## config.mk

```make
export PLATFORM = sky130hd
export DESIGN_NAME = fetch_unit
export DESIGN_NICKNAME = d
export VERILOG_FILES = /design/src/rtl/fetch_unit.sv
export SDC_FILE = /design/constraint.sdc
export NUM_CORES = 1
export LEC_CHECK = 0
export ABC_AREA = 1
export ABC_CLOCK_PERIOD_IN_PS = 7100
export BUFFER_PORTS_ARGS = -buffer_cell sky130_fd_sc_hd__buf_4
export CELL_PAD_IN_SITES_DETAIL_PLACEMENT = 0
export CELL_PAD_IN_SITES_GLOBAL_PLACEMENT = 2
export CORE_MARGIN = 3
export CORE_UTILIZATION = 30
export CTS_BUF_LIST = sky130_fd_sc_hd__clkbuf_4
export DETAILED_ROUTE_END_ITERATION = 8
export PLACE_DENSITY = 0.77
export SLEW_MARGIN = 0
export SYNTH_ARGS = -nofsm -noshare
export SYNTH_HDL_FRONTEND = slang
export SYNTH_SLANG_ARGS = --single-unit
export TNS_END_PERCENT = 100
```

## constraint.sdc

```tcl
create_clock -name clock -period 7.1 [get_ports clock]
set_clock_uncertainty 0.1 [all_clocks]
set_input_delay 1.42 -clock clock [delete_from_list [all_inputs] [get_ports clock]]
set_output_delay 1.42 -clock clock [all_outputs]
set_load 0.01 [all_outputs]
```

## src/rtl/fetch_unit.sv

```systemverilog
// rtl/fetch_unit.sv - RV32I instruction fetch stage with credit-limited pipelined reads and in-order buffer
module fetch_unit #(
    parameter logic [31:0] RESET_PC = 32'h0000_0000,
    parameter int          DEPTH    = 2
) (
    input  logic        clock,
    input  logic        reset,
    output logic        imem_request,
    output logic [31:0] imem_address,
    input  logic        imem_ready,
    input  logic        imem_valid,
    input  logic [31:0] imem_data,
    input  logic        redirect,
    input  logic [31:0] redirect_target,
    output logic [31:0] instruction,
    output logic [31:0] pc,
    output logic        instruction_valid,
    input  logic        instruction_ready
);

    localparam int PW = (DEPTH > 1) ? $clog2(DEPTH) : 1;
    // Counters hold up to 2*DEPTH (discard can accumulate across back-to-back redirects).
    localparam int CW = $clog2(2 * DEPTH) + 1;
    localparam logic [CW-1:0] DEPTH_C = CW'(DEPTH);

    typedef enum logic {BOOT, FETCH} state_t;

    state_t        state;
    state_t        state_next;

    logic [31:0]   fetch_pc;
    logic [CW-1:0] outstanding;
    logic [CW-1:0] discard;
    logic [CW-1:0] count;
    logic [CW-1:0] flush_discard;

    logic [PW-1:0] buf_rd;
    logic [PW-1:0] buf_wr;
    logic [PW-1:0] pcq_rd;
    logic [PW-1:0] pcq_wr;

    logic [31:0]   buf_instr [DEPTH];
    logic [31:0]   buf_pc    [DEPTH];
    logic [31:0]   pcq       [DEPTH];

    logic [31:0]   last_instr;
    logic [31:0]   last_pc;

    logic          accept;
    logic          resp_drop;
    logic          resp_keep;
    logic          push;
    logic          pop;

    assign imem_address      = fetch_pc;
    assign accept            = imem_request && imem_ready;
    assign instruction_valid = (count != '0);

    // Responses are matched in order: pending discards are consumed first,
    // a response with nothing in flight is a protocol error and is ignored.
    assign resp_drop = imem_valid && (discard != '0);
    assign resp_keep = imem_valid && (discard == '0) && (outstanding != '0);
    assign push      = resp_keep && !redirect;
    assign pop       = instruction_valid && instruction_ready && !redirect;

    // On redirect every in-flight request becomes a discard; a response landing
    // in the redirect cycle is one of those and is consumed immediately.
    always_comb begin
        flush_discard = discard + outstanding;
        if (imem_valid && (flush_discard != '0)) begin
            flush_discard = flush_discard - CW'(1);
        end
    end

    // Head presentation: show the head entry, otherwise hold the last one shown.
    assign instruction = instruction_valid ? buf_instr[buf_rd] : last_instr;
    assign pc          = instruction_valid ? buf_pc[buf_rd]    : last_pc;

    // State register.
    always_ff @(posedge clock) begin
        if (reset) begin
            state <= BOOT;
        end else begin
            state <= state_next;
        end
    end

    // Next-state logic: BOOT lasts exactly one cycle.
    always_comb begin
        state_next = state;
        case (state)
            BOOT:    state_next = FETCH;
            FETCH:   state_next = FETCH;
            default: state_next = BOOT;
        endcase
    end

    // Request issue: only in FETCH, never during a redirect, and only while a
    // buffer slot is reserved for every request in flight.
    always_comb begin
        imem_request = 1'b0;
        if ((state == FETCH) && !redirect && ((outstanding + count) < DEPTH_C)) begin
            imem_request = 1'b1;
        end
    end

    // Control state: fetch PC, in-flight/discard accounting, buffer pointers.
    always_ff @(posedge clock) begin
        if (reset) begin
            fetch_pc    <= RESET_PC;
            outstanding <= '0;
            discard     <= '0;
            count       <= '0;
            buf_rd      <= '0;
            buf_wr      <= '0;
            pcq_rd      <= '0;
            pcq_wr      <= '0;
        end else if (redirect) begin
            fetch_pc    <= redirect_target & 32'hFFFF_FFFC;
            discard     <= flush_discard;
            outstanding <= '0;
            count       <= '0;
            buf_rd      <= '0;
            buf_wr      <= '0;
            pcq_rd      <= '0;
            pcq_wr      <= '0;
        end else begin
            if (accept) begin
                fetch_pc <= fetch_pc + 32'd4;
                pcq_wr   <= pcq_wr + PW'(1);
            end
            if (resp_drop) begin
                discard <= discard - CW'(1);
            end
            if (push) begin
                buf_wr <= buf_wr + PW'(1);
                pcq_rd <= pcq_rd + PW'(1);
            end
            if (pop) begin
                buf_rd <= buf_rd + PW'(1);
            end
            outstanding <= outstanding + CW'(accept) - CW'(push);
            count       <= count + CW'(push) - CW'(pop);
        end
    end

    // Storage: request PCs in issue order and returned {instruction, pc} pairs.
    always_ff @(posedge clock) begin
        if (!reset && !redirect) begin
            if (accept) begin
                pcq[pcq_wr] <= fetch_pc;
            end
            if (push) begin
                buf_instr[buf_wr] <= imem_data;
                buf_pc[buf_wr]    <= pcq[pcq_rd];
            end
        end
    end

    // Remember the most recent head so outputs hold steady while empty.
    always_ff @(posedge clock) begin
        if (reset) begin
            last_instr <= 32'h0;
            last_pc    <= 32'h0;
        end else if (instruction_valid) begin
            last_instr <= buf_instr[buf_rd];
            last_pc    <= buf_pc[buf_rd];
        end
    end

endmodule

```

* After elaboration in Yosys (flattened, before gate mapping)
Memories as Yosys holds them, arrays and structs flattened. A register that Yosys moved wholly into a read port is not among the register bits.
Index checks and enable logic that the tools add are counted.
** Operators by class
- Magnitude comparators :: 1
- Reduce and logical (&&, ||, !) cells :: 21
- $add $sub $neg :: 13
- Mux-type cells :: 21
** Operator list (count)
- 32-bit 2-to-1 mux :: 4
- 32-bit by 3-bit adder with 32-bit output (second input constant) :: 1
- 1-bit 2-to-1 mux :: 14
- 3-bit nonzero test :: 4
- 1-bit logical AND :: 11
- 3-bit 2-to-1 mux :: 3
- 3-bit by 1-bit adder with 3-bit output :: 2
- 3-bit adder :: 2
- 3-bit by 1-bit subtractor with 3-bit output :: 2
- 3-bit by 1-bit subtractor with 3-bit output (second input constant) :: 2
- 1-bit adder (second input constant) :: 4
- 2-bit nonzero test :: 2
- 3-bit zero test :: 1
- 3-bit by 2-bit < comparator with 1-bit output (second input constant) :: 1
- 1-bit zero test :: 2
- 2-bit OR reduction :: 1
** Storage, ports and cells
- Word-level logic and storage cells :: 71
- Memories kept :: 3
- Bits of input ports :: 70
- Register bits :: 110
- Output and inout port bits :: 98
- Memory bits (writable) :: 192
** Memories
- buf_instr :: words 2, bits a word 32, rd ports 1, clocked after memory_dff 1, write ports 1, line 42 : logic [31:0] buf_instr [DEPTH];
- buf_pc :: words 2, bits a word 32, rd ports 1, clocked after memory_dff 1, write ports 1, line 43 : logic [31:0] buf_pc [DEPTH];
- pcq :: words 2, bits a word 32, rd ports 1, clocked after memory_dff 1, write ports 1, line 44 : logic [31:0] pcq [DEPTH];

* Longest topological paths before layout
- Depth after elaboration :: 8
- Depth in mapped cells :: 14
- Depth with buffers taken out :: 14

* Worst setup path before layout
OpenSTA, ideal clock, no wires.
- Kind :: input -> register
- From :: in redirect
- To :: mem buf_instr[1][0], enable pin
- Path buffers :: 1
- Stages on the path :: 4
- Setup slack :: 0.170 ns
- Setup time :: 0.558 ns
- Data arrival time :: 6.272 ns
- Cells stage by stage :: buf_4 nor4_4 inv_1 nor3_1
** Between the ends
- Word-level cells in the longest chain between the ends :: 5
- Elaborated cells on any way between the ends :: 6
- Classes of those cells :: mux: 3; reduce/logical: 3
** RTL lines
- start: declaration :: line 13 : input logic redirect,
- 1-bit zero test :: line 63 : assign push = resp_keep && !redirect;
- 1-bit logical AND :: line 63
- via push :: line 52 : logic push;
- 1-bit 2-to-1 mux :: line 153 : if (push) begin
- 1-bit 2-to-1 mux :: line 149 : if (!reset && !redirect) begin
- 1-bit 2-to-1 mux (not written as such) :: line 154 : buf_instr[buf_wr] <= imem_data;
- end: declaration :: line 42
The timed path passes the listed nets, and every way through them passes these cells.

* Final worst setup path
- From :: reg count[2]
- To :: out pc[10]
** Between the ends
- Word-level cells in the longest chain between the ends :: 2
** RTL lines
- start: declaration :: line 34 : logic [CW-1:0] count;
- start signal: assignment :: line 143 : count <= count + CW'(push) - CW'(pop);
- 3-bit nonzero test :: line 57 : assign instruction_valid = (count != '0);
- 32-bit 2-to-1 mux
- end: declaration :: line 16 : output logic [31:0] pc,
No other way between the ends.

==> run_results.csv <==
group,metric,value,unit
routing,dr_wl_met2,13.1,mm
routing,drt_iter0_drc,376,
sta,worst_pin_slew,0.909,ns
grt,track_usage,13.3,%
clock_network,cts_root_buffer,"clkbuf_4",
power,leakagePower,6.33,nW
die,start_util,30.7,%
layout,drive_gt1_share,24.2,%
outcome,status,"finished, final reports clean",
power,vdd_ir_drop_max,0.0718,mV
critical_path,end_kind,"primary output",
layout,mostFrequentLayoutCells,"nand2_1, inv_1, edfxtp_1, buf_4, nor2_1",
routing,wire_per_inst,14.6,um
grt,antenna_found_initial,1,
logic_synthesis,synth_top_cell_area_share,44.7,%
die,fp.dieH,209,um
job,maxCapViolations,0,
critical_path,arrival,3.04,ns
placement,gp_congestion,0.779,
logic_synthesis,synth_seq_cells,294,
logic_synthesis,syn_area,12400,um^2
routing,drc,0,
die,die_w,209,um
logic_synthesis,synth_edf_count,184,
logic_synthesis,yosys_most_used_dff,"edfxtp_1",
routing,top_layer,"met4",
clock_network,cts_setup_buffers,0,
placement,hpwl,18.8,mm
routing,vias,8768,
grt,overflow,0,
power,p_total,3.52,mW
logic_synthesis,synth_cells,1222,
die,ios,168,
clock_network,htreeDepth,3,
clock_network,tritoncts,"built",
routing,wl,29.3,mm
logic_synthesis,synth-seq-area-share,62.5,%
clock_network,path_clk_slew,0.07,ns
critical_path,crit_required,5.58,ns
sta,setup_viol,0,
critical_path,crit_path_cell_trace,"nor2_1 > nand2_4 > buf_4 > o211ai_1 > o21ai_0 > inv_1 > buf_4",
sta,period_needed,4.56,ns
clock_network,cts_buffers,81,
logic_synthesis,ys_types,41,
sta,drv_slew,0,
sta,slew_headroom,39.4,%
placement,dp_cells,1865,
critical_path,path_class,"reg -> out",
logic_synthesis,ys_warn_count,0,
die,dieArea,43700,um^2
critical_path,critical-path-top-delay-family,"buffers and inverters",
sta,finalCritPeriodShare,64.2,%
logic_synthesis,syn_area_per_cell,10.1,um^2
die,core_area,40200,um^2
die,rows,73,
routing,viasPerCell,4.35,
clock_network,holdBufCountCts,0,
critical_path,critPathLaunchType,"flip-flop",
sta,setup-tns-final,0,ns
clock_network,cts_num_sinks,294,
critical_path,cp_num_buf_inv,3,
critical_path,critPathSlowestCell,"nand2_4",
clock_network,clockBufferDepth,3,
logic_synthesis,yosysTopAreaCell,"edfxtp_1",
logic_synthesis,postSynth.asyncResetShare,0,%
logic_synthesis,synthTopCellsByArea,"edfxtp_1, dfxtp_1, nand2_1",
placement,numPortBuffers,163,
layout,fill_cells,4029,
layout,stdcell_count,2014,
grt,grt_max_degree,85,
routing,wl_met3,1.74,mm
critical_path,cp_max_fo,79,
sta,finalHoldViolations,0,
routing,ant_nets,0,
routing,wl_met1,13.9,mm
layout,final_common_cell,"nand2_1",
clock_network,cts_resized,0,
critical_path,worst_path_most_repeated_cell,"buf_4",
layout,fin_nets,1507,
sta,max_freq,0.219,GHz
routing,first_pass_iters,5,
grt,grt_pass1_vias,8514,
min_path,min_path_type,"reg -> reg",
critical_path,cpPeakStageDelay,0.58,ns
sta,rsz0062_at_grt,"false",
clock_network,worstSkewPairLatency,0.71,ns
layout,synthToLayoutAreaGrowth,22.2,%
grt,grt_pass1_wl,46.2,mm
power,power_density,233,nW/um^2
-- logic make-up after synthesis --
| family | Yosys count | share of synthesized area, % |
|---|---|---|
| adders and majority gates | 14 | 1.66 |
| and+or+nand+nor | 456 | 15.9 |
| DFF | 294 | 62.5 |
| xor gates and xnor gates | 11 | 0.780 |
| other | 1 | 0.0304 |
| AOI/OAI and AO/OA | 174 | 8.51 |
| muxes | 30 | 2.73 |
| buffers and inverters | 242 | 7.85 |
-- synth_stat cells (4+ instances only) --
library cell / count
a21oi_1: 26
buf_1: 4
buf_2: 13
clkbuf_1: 31
dfxtp_1: 110
edfxtp_1: 184
fa_1: 4
ha_1: 10
inv_1: 184
mux2_2: 30
nand2_1: 220
nand3_1: 44
nand3_2: 5
nor2_1: 156
nor2_4: 5
nor3_1: 7
o211ai_1: 63
o21ai_0: 75
o21bai_1: 4
xnor2_1: 8
-- final timing paths --
| kind | from | to | slack, ns | cells past startpoint |
|---|---|---|---|---|
| worst min-delay path | last_pc[0] | last_pc[0] | 0.35 | 2 |
| worst max-delay path | count[2] | pc[10] | 2.54 | 7 |
| worst max register to register | outstanding[1] | outstanding[2] | 3.64 | 13 |
| worst min register to register | last_pc[0] | last_pc[0] | 0.35 | 2 |
-- report_power, final --
group / switching, mW / internal, mW / total [mW]
clock network: 0.699 / 0.786 / 1.49
registers: 0.0303 / 1.83 / 1.86
logic: 0.0991 / 0.0777 / 0.177
total: 0.828 / 2.69 / 3.52
-- worst reg2reg max path: stages (launching register included) --
cell and delay (ns):
dfxtp_1 0.42, inv_1 0.13, fa_1 0.56, inv_1 0.07
nor2_4 0.16, nand4_4 0.54, ha_1 0.51, inv_1 0.06
ha_1 0.13, inv_1 0.05, fa_1 0.36, inv_1 0.07
o21ai_0 0.08, a21oi_1 0.14
-- cell type report --
| type | instances | area, um^2 | share of cell area [%] |
|---|---|---|---|
| clock buffers | 115 | 863 | 5.72 |
| diodes | 1 | 2.50 | 0.0166 |
| inverters | 187 | 702 | 4.65 |
| clock inverters | 33 | 161 | 1.07 |
| repair buffers | 172 | 1290 | 8.55 |
| multi-input cells | 687 | 3690 | 24.4 |
| well taps | 525 | 657 | 4.35 |
| flip-flops and latches | 294 | 7730 | 51.2 |
-- metal layers --
metal  global-route usage [%]  up-vias
li1                         -     4469
met1                     17.9     4031
met2                     20.5      221
met3                     3.65       47
met4                     5.17        0
met5                        0        -
-- per-stage QoR --
stage                     cell area (um^2)  setup slack (ns)  util (%)  hold slack, ns
after CTS                            15100              2.39      37.6           0.353
final                                15100              2.54      37.6           0.348
after global placement               14100              2.34      35.0           0.334
after global routing                 15100              2.16      37.6           0.367
after detailed placement             14100              2.34      35.0           0.343
after floorplan                      12400             0.170         -           0.325
-- sequential cells by signal (all words and copies together) (netlist names), named ones only --
register	flops
last_instr	32
pcq_rd	1
state	1
outstanding	3
last_pc	32
count	3
buf_pc	60
buf_rd	1
buf_wr	1
discard	3
pcq_wr	1
imem_address	30
pcq	60
buf_instr	64
Note: power is estimated with default switching activity, not from simulation.
